==> src/rtl/clk_div_pkg.sv <==
// Shared constants, types and helpers for the programmable clock-enable divider.
package clk_div_pkg;

  localparam int unsigned CNT_W_DEF = 16;
  localparam int unsigned DIV_MIN   = 2;

  // Per-cycle channel action, resolved in priority order: en low > sync > run.
  typedef enum logic [1:0] {
    CH_HOLD,
    CH_SYNC,
    CH_RUN
  } ch_act_e;

  // Ratios 0 and 1 have no usable high/low split, so they behave as the minimum ratio.
  function automatic logic [31:0] clamp_div(input logic [31:0] v);
    return (v < DIV_MIN) ? 32'(DIV_MIN) : v;
  endfunction

endpackage

==> src/rtl/clk_div_chan.sv <==
// One divider channel: period counter, active/shadow ratio, registered level, tick and pending flag.
module clk_div_chan
  import clk_div_pkg::*;
#(
  parameter int unsigned CNT_W   = CNT_W_DEF,
  parameter int unsigned DEF_DIV = 2
) (
  input  logic             clk,
  input  logic             reset,
  input  logic             en_i,
  input  logic             sync_i,
  input  logic             we_i,
  input  logic [CNT_W-1:0] val_i,
  output logic             clk_div_o,
  output logic             tick_o,
  output logic             pend_o
);

  logic [CNT_W-1:0] cnt_q, cnt_d;
  logic [CNT_W-1:0] ratio_q, ratio_d;
  logic [CNT_W-1:0] shadow_q, shadow_d;
  logic             div_q, div_d;
  logic             tick_q, tick_d;
  logic             pend_q, pend_d;

  logic [CNT_W-1:0] half;
  logic [CNT_W-1:0] cnt_nxt;
  logic             wrap;
  ch_act_e          act;

  assign half    = ratio_q >> 1;
  assign wrap    = (cnt_q == ratio_q - CNT_W'(1));
  assign cnt_nxt = wrap ? '0 : cnt_q + CNT_W'(1);

  always_comb begin
    if (!en_i)       act = CH_HOLD;
    else if (sync_i) act = CH_SYNC;
    else             act = CH_RUN;
  end

  always_comb begin
    cnt_d    = cnt_q;
    ratio_d  = ratio_q;
    shadow_d = shadow_q;
    div_d    = div_q;
    tick_d   = tick_q;
    pend_d   = pend_q;

    case (act)
      CH_HOLD: begin
        cnt_d   = '0;
        div_d   = 1'b0;
        tick_d  = 1'b0;
        ratio_d = shadow_q;
        pend_d  = 1'b0;
      end
      CH_SYNC: begin
        cnt_d   = '0;
        div_d   = 1'b1;
        tick_d  = 1'b1;
        ratio_d = shadow_q;
        pend_d  = 1'b0;
      end
      default: begin
        cnt_d  = cnt_nxt;
        div_d  = (cnt_nxt < half);
        tick_d = (cnt_nxt == '0);
        // Ratio only swaps at the period boundary so no runt phase is emitted.
        if (wrap) begin
          ratio_d = shadow_q;
          pend_d  = 1'b0;
        end
      end
    endcase

    // A write coinciding with a load is held for the following boundary.
    if (we_i) begin
      shadow_d = CNT_W'(clamp_div(32'(val_i)));
      pend_d   = 1'b1;
    end
  end

  always_ff @(posedge clk) begin
    if (reset) begin
      cnt_q    <= '0;
      ratio_q  <= CNT_W'(DEF_DIV);
      shadow_q <= CNT_W'(DEF_DIV);
      div_q    <= 1'b0;
      tick_q   <= 1'b0;
      pend_q   <= 1'b0;
    end else begin
      cnt_q    <= cnt_d;
      ratio_q  <= ratio_d;
      shadow_q <= shadow_d;
      div_q    <= div_d;
      tick_q   <= tick_d;
      pend_q   <= pend_d;
    end
  end

  assign clk_div_o = div_q;
  assign tick_o    = tick_q;
  assign pend_o    = pend_q;

endmodule

==> src/rtl/clk_div_prog.sv <==
// Multi-channel programmable clock-enable divider with shared ratio write port and phase sync.
module clk_div_prog
  import clk_div_pkg::*;
#(
  parameter int unsigned NCH     = 4,
  parameter int unsigned CNT_W   = CNT_W_DEF,
  parameter int unsigned DEF_DIV = 2,
  localparam int unsigned SEL_W  = (NCH > 1) ? $clog2(NCH) : 1
) (
  input  logic             clk,
  input  logic             reset,
  input  logic [NCH-1:0]   en,
  input  logic             sync,
  input  logic             div_we,
  input  logic [SEL_W-1:0] div_sel,
  input  logic [CNT_W-1:0] div_val,
  output logic [NCH-1:0]   clk_div,
  output logic [NCH-1:0]   tick,
  output logic [NCH-1:0]   pend
);

  logic [NCH-1:0] we_ch;

  for (genvar i = 0; i < NCH; i++) begin : g_ch
    localparam logic [SEL_W-1:0] IDX = SEL_W'(i);

    // Out-of-range selects match no channel and are dropped.
    assign we_ch[i] = div_we && (div_sel == IDX);

    clk_div_chan #(
      .CNT_W  (CNT_W),
      .DEF_DIV(DEF_DIV)
    ) u_chan (
      .clk      (clk),
      .reset    (reset),
      .en_i     (en[i]),
      .sync_i   (sync),
      .we_i     (we_ch[i]),
      .val_i    (div_val),
      .clk_div_o(clk_div[i]),
      .tick_o   (tick[i]),
      .pend_o   (pend[i])
    );
  end

endmodule
==> config.mk <==
export PLATFORM = sky130hd
export DESIGN_NAME = clk_div_prog
export DESIGN_NICKNAME = d
export VERILOG_FILES = /design/src/rtl/clk_div_pkg.sv /design/src/rtl/clk_div_chan.sv /design/src/rtl/clk_div_prog.sv
export SDC_FILE = /design/constraint.sdc
export NUM_CORES = 1
export LEC_CHECK = 0
export ABC_AREA = 0
export CORE_UTILIZATION = 45
export DETAILED_ROUTE_END_ITERATION = 10
export HOLD_SLACK_MARGIN = 0.08
export PLACE_DENSITY_LB_ADDON = 0.05
export REMOVE_ABC_BUFFERS = 1
export SYNTH_ARGS = -nofsm -noshare
export SYNTH_HDL_FRONTEND = slang
export SYNTH_SLANG_ARGS = --single-unit
==> constraint.sdc <==
create_clock -name clk -period 9.45 [get_ports clk]
set_input_delay 1.4175 -clock clk [delete_from_list [all_inputs] [get_ports clk]]
set_output_delay 1.4175 -clock clk [all_outputs]
set_load 0.05 [all_outputs]
==> results.cfg <==
[setup_path]
rr_endpoint = g_ch[0].u_chan.clk_div_o$_SDFF_PP0_
r2r_slack_ps = 4610
r2r-start = g_ch[0].u_chan.ratio_q[1]$_SDFFE_PP1P_
cp_data_arrival_time_ps = 5250
critPathCaptureType = flip-flop
required_ps = 9870
crit_type = reg2reg
cp_max_fo = 31
crit_path_start_kind = flip-flop
reg2reg_depth = 16

[timing]
tightestPinTransition_ps = 1200
fmax_mhz = 207
finalHoldViolations = 0
slew_violations = 0
relSlewSlack_pct = 19.7
setup-tns-final_ps = 0
fin_crit_sh_pct = 51.2
finClkSkew_ps = 8.02
min_period_ps = 4840
finalSetupViolations = 0
rsz0062_at_grt = false

[synthesis]
syn_area_sq_um = 12500
synth_top_area_share_pct = 32.7
syn_area_per_cell_sq_um = 7.86
synthMuxAreaShare_pct = 5.69
synth_top_family_by_area = simple AND/OR/NAND/NOR gates
yosys.area_share.adder_pct = 6.40
ys.flop_type = dfxtp_1
ys_warn_count = 0
synth-edff-count = 0
synthSimpleGateAreaFrac_pct = 26.7
synth_compound_area_share_pct = 13.1
synthDistinctLibCells = 83
yosys.area.top_type = dfxtp_1
syn_inst = 1592
ys_seq_area_share_pct = 32.7
synthTopCellsByArea = dfxtp_1, nand2_1, ha_1, mux2i_1, xnor2_1
synth-seq-cells = 204
synth-async-reset-ratio_pct = 0
synthXorXnorAreaFrac_pct = 8.96

[hold_path]
whs_endpoint = g_ch[1].u_chan.ratio_q[12]$_SDFFE_PP0P_
hold_path_class = reg2reg
min_from = g_ch[1].u_chan.shadow_q[12]$_SDFFE_PP0P_
hold_depth = 2

[detailed_routing]
drt_first_iter_violations = 663
routedWlPerCell_um = 16.0
drt_first_pass_iters = 5
totalWireLength_um = 31100
antenna_left = 0
drc_errors = 0
vias_per_cell = 5.40
via_count = 10500

[grt]
grt_use_total_pct = 22.1
grt_pass1_wl_um = 51700
antenna_found_initial = 0
grt_pass1_vias = 10100
gr-total-overflow = 0
grt_max_degree = 69

[clock_network]
post_cts_buffers = 0
h-tree-depth = 1
cts_root_buf = clkbuf_16
cts-buffers-inserted = 24
clock_latency_ps = 520
cts_hold_buf = 0
cts_resized = 0
clock-sinks = 204
path_clk_slew_ps = 60
cts_tree = yes
clockBufferDepth = 3

[cells_and_area]
final_cell_mix = nand2_1, dfxtp_1, nor2_1
nFillCells = 2653
fin_util_pct = 50.7
mostFrequentLayoutCell = nand2_1
drive_above_1_share_pct = 4.83
antennaDiodeCount = 0
area_growth_pct = 9.88
nets = 1649
register_area_sq_um = 4080
fin_cells = 1947
multi_input_area_sq_um = 7620
fin_area_sq_um = 13700

[place]
dp.cells = 1905
dp_hpwl_um = 22600
dpl_cell_area_sq_um = 12900
numPortBuffers = 37
place_congestion = 0.861

[power_and_ir_drop]
power.total_mw = 2.07
ir_drop_mv = 0.140
leakagePower_nw = 5.18
pwr_density_cell_nw_per_um2 = 151

[floorplanning]
std_cell_rows = 60
start_util_pct = 46.1
dieArea_sq_um = 28500
num_io_pins = 38
die_x_um = 169
die_h_um = 169
coreArea_sq_um = 27100

[flow_run]
max_cap_violations = 0

[status]
status = completed
## metrics by stage
step / hold slack, ps / setup slack, ps
floorplan: 431 / 2660
global placement: 442 / 4710
detailed placement: 447 / 4580
CTS: 453 / 4570
global route: 468 / 4260
finish: 451 / 4610
## cell usage after synthesis, types with 7 or more instances
| library cell | number |
|---|---|
| nor2_1 | 114 |
| or3_1 | 8 |
| nor3_1 | 76 |
| xor2_1 | 54 |
| nand2_1 | 299 |
| nand3_1 | 46 |
| ha_1 | 64 |
| a21o_1 | 22 |
| nor4_1 | 15 |
| a211oi_1 | 11 |
| xnor2_1 | 74 |
| a31oi_1 | 11 |
| and4_1 | 11 |
| and2_1 | 7 |
| dfxtp_1 | 204 |
| o21ai_0 | 16 |
| nor3b_1 | 13 |
| o211ai_1 | 11 |
| a21oi_1 | 94 |
| buf_2 | 12 |
| inv_1 | 81 |
| nand4_1 | 31 |
| a211o_1 | 7 |
| and3_1 | 18 |
| mux2i_1 | 70 |
| clkbuf_1 | 70 |
| buf_4 | 18 |
| nor2b_1 | 17 |
## worst max-delay path, cell delays in order (launching register included)
cell       delay (ps)
dfxtp_1           340
inv_1              90
ha_1              200
or3b_4            410
or4_4             500
a2111oi_4         360
o211ai_2          140
nor4_4            250
and2_1            900
nor2_1            150
ha_1              350
and4_1            170
o21ai_0            80
a211oi_1          290
a31oi_1           120
a21o_1            170
a32o_1            190
## logic make-up (layout without fill, tap and decap cells)
kind of cell / after synthesis / count (layout)
AOI/OAI and AO/OA: 242 / 242
xor gates and xnor gates: 128 / 128
adders and majority gates: 64 / 64
buffers and inverters: 187 / 170
DFF: 204 / 204
muxes: 71 / 71
and+or+nand+nor: 696 / 696
## layout make-up
cell class	count	area share, %
multi-input cells	1201	55.5
repair buffers	46	3.15
clock buffers	29	4.73
well taps	372	3.39
clock inverters	13	1.29
flip-flops and latches	204	29.7
inverters	82	2.26
## worst max-delay path by stage
stage | cells after the start | slack (ps) | startpoint | end
6_report | 16 | 4610 | g_ch[0].u_chan.ratio_q[1]$_SDFFE_PP1P_ | g_ch[0].u_chan.clk_div_o$_SDFF_PP0_
4_1_cts | 17 | 4570 | g_ch[0].u_chan.ratio_q[1]$_SDFFE_PP1P_ | g_ch[0].u_chan.clk_div_o$_SDFF_PP0_
3_3_place_gp | 17 | 4710 | g_ch[0].u_chan.ratio_q[1]$_SDFFE_PP1P_ | g_ch[0].u_chan.clk_div_o$_SDFF_PP0_
5_1_grt | 16 | 4260 | g_ch[0].u_chan.ratio_q[1]$_SDFFE_PP1P_ | g_ch[0].u_chan.clk_div_o$_SDFF_PP0_
2_1_floorplan | 16 | 2660 | g_ch[3].u_chan.ratio_q[0]$_SDFFE_PP0P_ | g_ch[3].u_chan.clk_div_o$_SDFF_PP0_
3_5_place_dp | 16 | 4580 | g_ch[0].u_chan.ratio_q[1]$_SDFFE_PP1P_ | g_ch[0].u_chan.clk_div_o$_SDFF_PP0_
## sequential cells by signal (all words and copies together), names as in the netlist
| name | cells |
|---|---|
| g_ch.u_chan.cnt_q | 64 |
| g_ch.u_chan.ratio_q | 64 |
| g_ch.u_chan.shadow_q | 64 |
| g_ch.u_chan.clk_div_o | 4 |
| g_ch.u_chan.pend_o | 4 |
| g_ch.u_chan.tick_o | 4 |
## where the power goes
group          internal, mW  total [mW]  switching (mW)
sequential            0.879       0.896          0.0168
clock                 0.598       0.972           0.374
combinational        0.0766       0.202           0.126
total                  1.55        2.07           0.516
## layer usage
metal  GRT usage [%]  up-vias  part of all wire [%]
li1                -     5434                     -
met4            7.11        0                   2.8
met2            36.1      159                    45
met1            30.3     4882                    49
met3            2.62       44                   2.7
met5               0        -                     0
(Power assumes the default switching activity.)
